$ cat src/rtl/time_display_pkg.sv
// Shared types, sizes and the 7-segment decoder for the HH.MM.SS display.
package time_display_pkg;

  localparam int DIGITS    = 6;
  localparam int CONV_ITER = 6;

  typedef logic [3:0] bcd_t;

  typedef enum logic [2:0] {
    IDLE,
    LOAD,
    CONV_H,
    CONV_M,
    CONV_S,
    COMMIT
  } conv_state_t;

  // Active-high a..g pattern, bit0 = a; non-decimal codes stay dark.
  function automatic logic [6:0] seg7(input bcd_t v);
    logic [6:0] s;
    case (v)
      4'd0:    s = 7'h3F;
      4'd1:    s = 7'h06;
      4'd2:    s = 7'h5B;
      4'd3:    s = 7'h4F;
      4'd4:    s = 7'h66;
      4'd5:    s = 7'h6D;
      4'd6:    s = 7'h7D;
      4'd7:    s = 7'h07;
      4'd8:    s = 7'h7F;
      4'd9:    s = 7'h6F;
      default: s = 7'h00;
    endcase
    return s;
  endfunction

endpackage

$ cat src/rtl/time_display_bcd_convert.sv
// Sequential binary-to-BCD converter: snapshots hour/min/sec, splits each into
// tens/units by repeated subtraction, then commits all six digits at once.
module bcd_convert
  import time_display_pkg::*;
(
  input  logic                    clk,
  input  logic                    reset,
  input  logic [4:0]              hour,
  input  logic [5:0]              min,
  input  logic [5:0]              sec,
  output bcd_t [DIGITS-1:0]       digit,
  output logic                    busy
);

  conv_state_t state, state_nxt;
  logic [16:0] last;
  logic        force_load;
  logic [5:0]  rem_h, rem_m, rem_s;
  bcd_t        tens_h, tens_m, tens_s;
  logic [2:0]  iter;
  logic        iter_done;
  logic        commit_q;

  assign iter_done = (iter == 3'(CONV_ITER - 1));

  always_ff @(posedge clk or posedge reset) begin
    if (reset) state <= IDLE;
    else       state <= state_nxt;
  end

  always_comb begin
    state_nxt = state;
    busy      = (state != IDLE);
    case (state)
      IDLE:    if (force_load || ({hour, min, sec} != last)) state_nxt = LOAD;
      LOAD:    state_nxt = CONV_H;
      CONV_H:  if (iter_done) state_nxt = CONV_M;
      CONV_M:  if (iter_done) state_nxt = CONV_S;
      CONV_S:  if (iter_done) state_nxt = COMMIT;
      COMMIT:  state_nxt = IDLE;
      default: state_nxt = IDLE;
    endcase
  end

  // Digits are written one cycle after COMMIT so a restart LOAD cannot race them.
  always_ff @(posedge clk or posedge reset) begin
    if (reset) begin
      last       <= '0;
      force_load <= 1'b1;
      rem_h      <= '0;
      rem_m      <= '0;
      rem_s      <= '0;
      tens_h     <= '0;
      tens_m     <= '0;
      tens_s     <= '0;
      iter       <= '0;
      commit_q   <= 1'b0;
      digit      <= '0;
    end else begin
      commit_q <= (state == COMMIT);
      if (commit_q)
        digit <= {tens_h, rem_h[3:0], tens_m, rem_m[3:0], tens_s, rem_s[3:0]};
      case (state)
        LOAD: begin
          last       <= {hour, min, sec};
          force_load <= 1'b0;
          rem_h      <= {1'b0, hour};
          rem_m      <= min;
          rem_s      <= sec;
          tens_h     <= '0;
          tens_m     <= '0;
          tens_s     <= '0;
          iter       <= '0;
        end
        CONV_H: begin
          if (rem_h >= 6'd10) begin
            rem_h  <= rem_h - 6'd10;
            tens_h <= tens_h + 4'd1;
          end
          iter <= iter_done ? 3'd0 : iter + 3'd1;
        end
        CONV_M: begin
          if (rem_m >= 6'd10) begin
            rem_m  <= rem_m - 6'd10;
            tens_m <= tens_m + 4'd1;
          end
          iter <= iter_done ? 3'd0 : iter + 3'd1;
        end
        CONV_S: begin
          if (rem_s >= 6'd10) begin
            rem_s  <= rem_s - 6'd10;
            tens_s <= tens_s + 4'd1;
          end
          iter <= iter_done ? 3'd0 : iter + 3'd1;
        end
        default: ;
      endcase
    end
  end

endmodule

$ cat src/rtl/time_display.sv
// 6-digit multiplexed 7-segment driver for HH.MM.SS.
// Optional macro TIME_DISPLAY_LZB_EN: blank the hour-tens digit when it is 0.
module time_display
  import time_display_pkg::*;
#(
  parameter int CLK_HZ     = 50_000_000,
  parameter int SCAN_HZ    = 1_000,
  parameter bit ACTIVE_LOW = 1'b1
) (
  input  logic       clk,
  input  logic       reset,
  input  logic [4:0] hour,
  input  logic [5:0] min,
  input  logic [5:0] sec,
  input  logic       dot,
  input  logic       blank,
  output logic [6:0] seg,
  output logic       dp,
  output logic [5:0] an
);

  localparam int DIV = CLK_HZ / SCAN_HZ;
  localparam int PW  = (DIV > 1) ? $clog2(DIV) : 1;
  localparam logic [6:0] SEG_INV = {7{ACTIVE_LOW}};
  localparam logic [5:0] AN_INV  = {6{ACTIVE_LOW}};

  logic [17:0] sync1, sync2;
  logic [4:0]  hour_s;
  logic [5:0]  min_s, sec_s;
  logic        dot_s;

  bcd_t [DIGITS-1:0] digit;
  logic              conv_busy;

  logic [PW-1:0] presc;
  logic [2:0]    idx;
  logic          tick;

  bcd_t       cur;
  logic       show;
  logic [6:0] seg_c;
  logic [5:0] an_c;
  logic       dp_c;

  // Synchronisers are left out of reset so they track the inputs during reset
  // and the forced first conversion sees real data.
  always_ff @(posedge clk) begin
    sync1 <= {hour, min, sec, dot};
    sync2 <= sync1;
  end

  assign {hour_s, min_s, sec_s, dot_s} = sync2;

  bcd_convert u_conv (
    .clk   (clk),
    .reset (reset),
    .hour  (hour_s),
    .min   (min_s),
    .sec   (sec_s),
    .digit (digit),
    .busy  (conv_busy)
  );

  assign tick = (presc == PW'(DIV - 1));

  always_ff @(posedge clk or posedge reset) begin
    if (reset) begin
      presc <= '0;
      idx   <= '0;
    end else if (tick) begin
      presc <= '0;
      idx   <= (idx == 3'(DIGITS - 1)) ? 3'd0 : idx + 3'd1;
    end else begin
      presc <= presc + PW'(1);
    end
  end

  always_comb begin
    cur = '0;
    case (idx)
      3'd0:    cur = digit[0];
      3'd1:    cur = digit[1];
      3'd2:    cur = digit[2];
      3'd3:    cur = digit[3];
      3'd4:    cur = digit[4];
      3'd5:    cur = digit[5];
      default: cur = '0;
    endcase
    show = !blank;
`ifdef TIME_DISPLAY_LZB_EN
    if ((idx == 3'd5) && (digit[5] == 4'd0)) show = 1'b0;
`endif
    an_c  = show ? (6'b1 << idx) : 6'b0;
    seg_c = show ? seg7(cur) : 7'b0;
    dp_c  = show && dot_s && ((idx == 3'd2) || (idx == 3'd4));
  end

  always_ff @(posedge clk or posedge reset) begin
    if (reset) begin
      seg <= SEG_INV;
      dp  <= ACTIVE_LOW;
      an  <= AN_INV;
    end else begin
      seg <= seg_c ^ SEG_INV;
      dp  <= dp_c ^ ACTIVE_LOW;
      an  <= an_c ^ AN_INV;
    end
  end

endmodule

$ cat config.mk
export PLATFORM = sky130hd
export DESIGN_NAME = time_display
export DESIGN_NICKNAME = d
export VERILOG_FILES = /design/src/rtl/time_display_pkg.sv /design/src/rtl/time_display_bcd_convert.sv /design/src/rtl/time_display.sv
export SDC_FILE = /design/constraint.sdc
export NUM_CORES = 1
export LEC_CHECK = 0
export BUFFER_PORTS_ARGS = -buffer_cell sky130_fd_sc_hd__buf_2
export CORE_ASPECT_RATIO = 1.75
export CORE_MARGIN = 2
export CORE_UTILIZATION = 65
export DETAILED_ROUTE_END_ITERATION = 12
export PLACE_DENSITY = 0.83
export SLEW_MARGIN = 15
export SYNTH_ARGS = -nofsm -noshare
export SYNTH_HDL_FRONTEND = slang
export SYNTH_SLANG_ARGS = --single-unit
$ cat constraint.sdc
create_clock -name clk -period 5.7 [get_ports clk]
set_input_delay 0.57 -clock clk [delete_from_list [all_inputs] [get_ports clk]]
set_output_delay 0.57 -clock clk [all_outputs]
set_load 0.01 [all_outputs]
==> reports/results.md <==
| Parameter | Reported | Unit |
| --- | --- | --- |
| Post-CTS Hold Fix Bufs | 0 | - |
| Root cell of the clock tree | sky130_fd_sc_hd__clkbuf_16 | - |
| Number of cells produced by synthesis | 567 | - |
| Port Buf Inserts | 34 | - |
| Final hold violation count | 0 | - |
| Total power after layout | 3730 | µW |
| Fraction of synthesized cell area taken by the top area cell type | 0.394 | - |
| Worst slew pin tran | 1.02 | ns |
| WP data required | 6.03 | ns |
| Setup repair after global routing missed its margin | false | - |
| Worst-case vdd ir drop | 0.363 | mV |
| Clock tree skew after final layout | 0.0100 | ns |
| TritonCTS clock tree | done | - |
| H-tree depth | 4 | - |
| Max-slew violations | 0 | - |
| Relative slew slack | 0.320 | - |
| Routed met2 length | 6720 | µm |
| Syn. warnings | 0 | - |
| Area used by sequential logic in the layout | 3540 | µm² |
| Number of setup violations in the final report | 0 | - |
| Area of the multi-input gates | 2440 | µm² |
| First-pass GRT wire length | 20700 | µm |
| Drt first pass iters | 4 | - |
| CP arrival | 2.96 | ns |
| First-iteration detailed-routing DRC count | 201 | - |
| Uppermost signal routing layer after detailed routing | met4 | - |
| Synth Register Bits | 148 | - |
| Minimum clock period | 2.63 | ns |
| Routed metal-1 wire length | 4300 | µm |
| Number of standard-cell rows in the floorplan | 47 | - |
| IO Pins | 35 | - |
| Overall global routing resource usage | 0.261 | - |
| Final clock period utilization by the worst path | 0.462 | - |
| Crit Path Category | reg2reg | - |
| R2R Setup Slk | 3.07 | ns |
| Leading post-synthesis cells by cell area | sky130_fd_sc_hd__dfrtp_1 39%, sky130_fd_sc_hd__dfxtp_1 12%, sky130_fd_sc_hd__dfstp_2 6.4% | - |
| Setup crit end kind | flip-flop | - |
| Summed negative setup slack over all endpoints | 0 | ns |
| Total clock sinks | 148 | - |
| Clock-pin transition on the worst setup and hold timing paths | 0.06 | ns |
| Number of max-capacitance violations reported | 0 | - |
| Layout Nets | 637 | - |
| Worst-case reg-to-reg path depth | 7 | - |
| Residual overflow from global routing | 0 | - |
| Fillcell total | 594 | - |
| Vert. Die Dim | 133 | µm |
| Leak pwr | 0.00322 | µW |
| Antenna violations before repair | 0 | - |
| Resize count post-CTS | 0 | - |
| Critical path destination | seg[0] | - |
| Number of flops mapped to enable cells by yosys | 0 | - |
| Weighted congestion at the end of routability-driven global placement | 0.864 | - |
| Mapped Nets | 601 | - |
| Share of cells above drive strength 1 | 0.203 | - |
| Post-detailed-placement half-perimeter wirelength | 8030 | µm |
| Status | finished, final reports clean | - |
| Met3 wirelength from detailed routing | 395 | µm |
| CORE AREA | 9350 | µm² |
| Max frequency | 380 | MHz |
| Final critical-path setup slack | 3.07 | ns |
| Vias in the first global route | 4452 | - |
| Class of the worst hold path | in2async | - |
| Post-synth top area cell | sky130_fd_sc_hd__dfrtp_1 | - |
| Worst r2r dst | seg[0] | - |
| Type of origin of the critical path | flip-flop | - |
| Area growth from synthesis to final layout | 14.6 | % |
| Die area | 10300 | µm² |
| Final Routed Wirelength | 12100 | µm |
| Number of setup buffers added after CTS | 0 | - |
| Synthesized area | 6170 | µm² |
| Fraction of registers with async set/reset | 0.757 | - |
| Ys flop type | sky130_fd_sc_hd__dfrtp_1 | - |
| Areal power density over the cells | 528 | nW/µm² |
| Post-synth cell types | 61 | - |
| Largest fanout on the critical path | 18 | - |
| RR Startpoint | idx[0] | - |
| Residual antenna-violating net count after detailed routing | 0 | - |
| Origin of the worst setup path | idx[0] | - |
| Die outline width | 77.6 | µm |
| Routed wire length per instance | 16.4 | µm |
| Share of synthesized area occupied by flip-flops and latches | 0.574 | - |
| Total via count after detailed routing | 4230 | - |
| Via/cell ratio | 5.73 | - |
| Antenna cells | 0 | - |
| Drt drc | 0 | - |
| Skew-Pair Late Insertion Delay | 0.42 | ns |
| Starting Density | 0.659 | - |
| Synthesized area per cell | 10.9 | µm² |
| Largest net degree at the start of global routing | 88 | - |
| Worst slack at placement | 3.18 | ns |
| Clock buffers created by TritonCTS | 17 | - |
| Longest Clk Path Bufs | 2 | - |
[placed cells by master, fill, tap and decap left out, types with 4 or more instances in the layout]
cell type,instances
sky130_fd_sc_hd__nor3_1,6
sky130_fd_sc_hd__nand4_1,4
sky130_fd_sc_hd__clkinvlp_4,4
sky130_fd_sc_hd__inv_1,15
sky130_fd_sc_hd__mux2i_1,7
sky130_fd_sc_hd__and3_1,4
sky130_fd_sc_hd__dfxtp_1,36
sky130_fd_sc_hd__xor2_1,28
sky130_fd_sc_hd__o21a_1,4
sky130_fd_sc_hd__nor2_1,39
sky130_fd_sc_hd__nor4_1,6
sky130_fd_sc_hd__nand2b_1,5
sky130_fd_sc_hd__nand2_1,88
sky130_fd_sc_hd__o21ai_0,25
sky130_fd_sc_hd__clkbuf_16,19
sky130_fd_sc_hd__mux2_2,26
sky130_fd_sc_hd__dfrtp_1,97
sky130_fd_sc_hd__nand3_1,17
sky130_fd_sc_hd__xnor2_1,14
sky130_fd_sc_hd__a211oi_1,4
sky130_fd_sc_hd__ha_1,13
sky130_fd_sc_hd__nor2b_1,7
sky130_fd_sc_hd__buf_4,6
sky130_fd_sc_hd__dfstp_2,15
sky130_fd_sc_hd__a21oi_1,24
sky130_fd_sc_hd__buf_2,34
[through the flow]
| step | area [µm²] | cells | utilization | hold slack [ns] |
|---|---|---|---|---|
| after floorplan | 6170 | 567 | - | 0.310 |
| after global placement | 6420 | 706 | 0.686 | 0.310 |
| after detailed placement | 6420 | 706 | 0.686 | 0.312 |
| after CTS | 7070 | 738 | 0.756 | 0.122 |
| after global routing | 7070 | 738 | 0.756 | 0.140 |
| final | 7070 | 738 | 0.756 | 0.112 |
[synth_stat cells (7+ instances only)]
cell type / count
sky130_fd_sc_hd__xor2_1: 28
sky130_fd_sc_hd__nand3_1: 17
sky130_fd_sc_hd__a21oi_1: 24
sky130_fd_sc_hd__ha_1: 13
sky130_fd_sc_hd__dfxtp_1: 36
sky130_fd_sc_hd__nor2b_1: 7
sky130_fd_sc_hd__inv_1: 16
sky130_fd_sc_hd__dfstp_2: 15
sky130_fd_sc_hd__clkbuf_1: 10
sky130_fd_sc_hd__mux2i_1: 7
sky130_fd_sc_hd__mux2_2: 26
sky130_fd_sc_hd__o21ai_0: 25
sky130_fd_sc_hd__nand2_1: 88
sky130_fd_sc_hd__nor2_1: 39
sky130_fd_sc_hd__xnor2_1: 14
sky130_fd_sc_hd__dfrtp_1: 97
[worst min path at each step]
stage,end,from
6_report,presc[2],reset
2_1_floorplan,sync2[0],sync1[0]
4_1_cts,presc[2],reset
3_3_place_gp,sync2[8],sync1[8]
5_1_grt,presc[2],reset
3_5_place_dp,sync2[10],sync1[10]
[power by group]
group	internal, µW	switching, µW	leakage [µW]
sequential	1340	257	0.00169
combinational	424	521	0.00123
clock	764	423	0.000305
[cells by family (layout without fill, tap and decap cells)]
| logic type | count (synthesis) | after routing | synth area share |
|---|---|---|---|
| AND/OR/NAND/NOR | 201 | 201 | 0.154 |
| multiplexers | 35 | 35 | 0.0637 |
| buffers and inverters | 39 | 88 | 0.0290 |
| flip-flops | 148 | 148 | 0.574 |
| adder cells (fa/ha/maj) | 14 | 14 | 0.0280 |
| XOR/XNOR | 42 | 42 | 0.0597 |
| AO/OA/AOI/OAI | 88 | 88 | 0.0909 |
[layout make-up]
type | count | area share
Sequential cell | 148 | 0.501
Multi-Input combinational cell | 380 | 0.346
Clock buffer | 22 | 0.0717
Timing Repair Buffer | 40 | 0.0305
Tap cell | 122 | 0.0216
Clock inverter | 10 | 0.0202
Inverter | 16 | 0.00885
[per-layer routing]
layer | track usage | vias up
met2 | 0.461 | 113
li1 | - | 2015
met3 | 0.0703 | 43
met5 | 0 | -
met1 | 0.270 | 2059
met4 | 0.160 | 0
[flip-flops by register name, indices dropped and copies added, names as in the netlist]
name               flops
u_conv.digit          24
sync1                 18
sync2                 18
u_conv.last           17
presc                 16
seg                    7
an                     6
u_conv.rem_h           6
u_conv.rem_m           6
u_conv.rem_s           6
u_conv.tens_h          4
u_conv.tens_m          4
u_conv.tens_s          4
idx                    3
u_conv.iter            3
u_conv.state           3
dp                     1
u_conv.commit_q        1
u_conv.force_load      1
[critical path, stage by stage (launching register included)]
cell and delay (ns):
sky130_fd_sc_hd__dfrtp_1 0.64, sky130_fd_sc_hd__and2_1 0.27, sky130_fd_sc_hd__ha_1 0.23, sky130_fd_sc_hd__a221oi_1 0.68, sky130_fd_sc_hd__inv_1 0.15, sky130_fd_sc_hd__ha_1 0.23, sky130_fd_sc_hd__mux2i_1 0.20, sky130_fd_sc_hd__a22oi_1 0.13
Power figures use the tool's default switching activity.
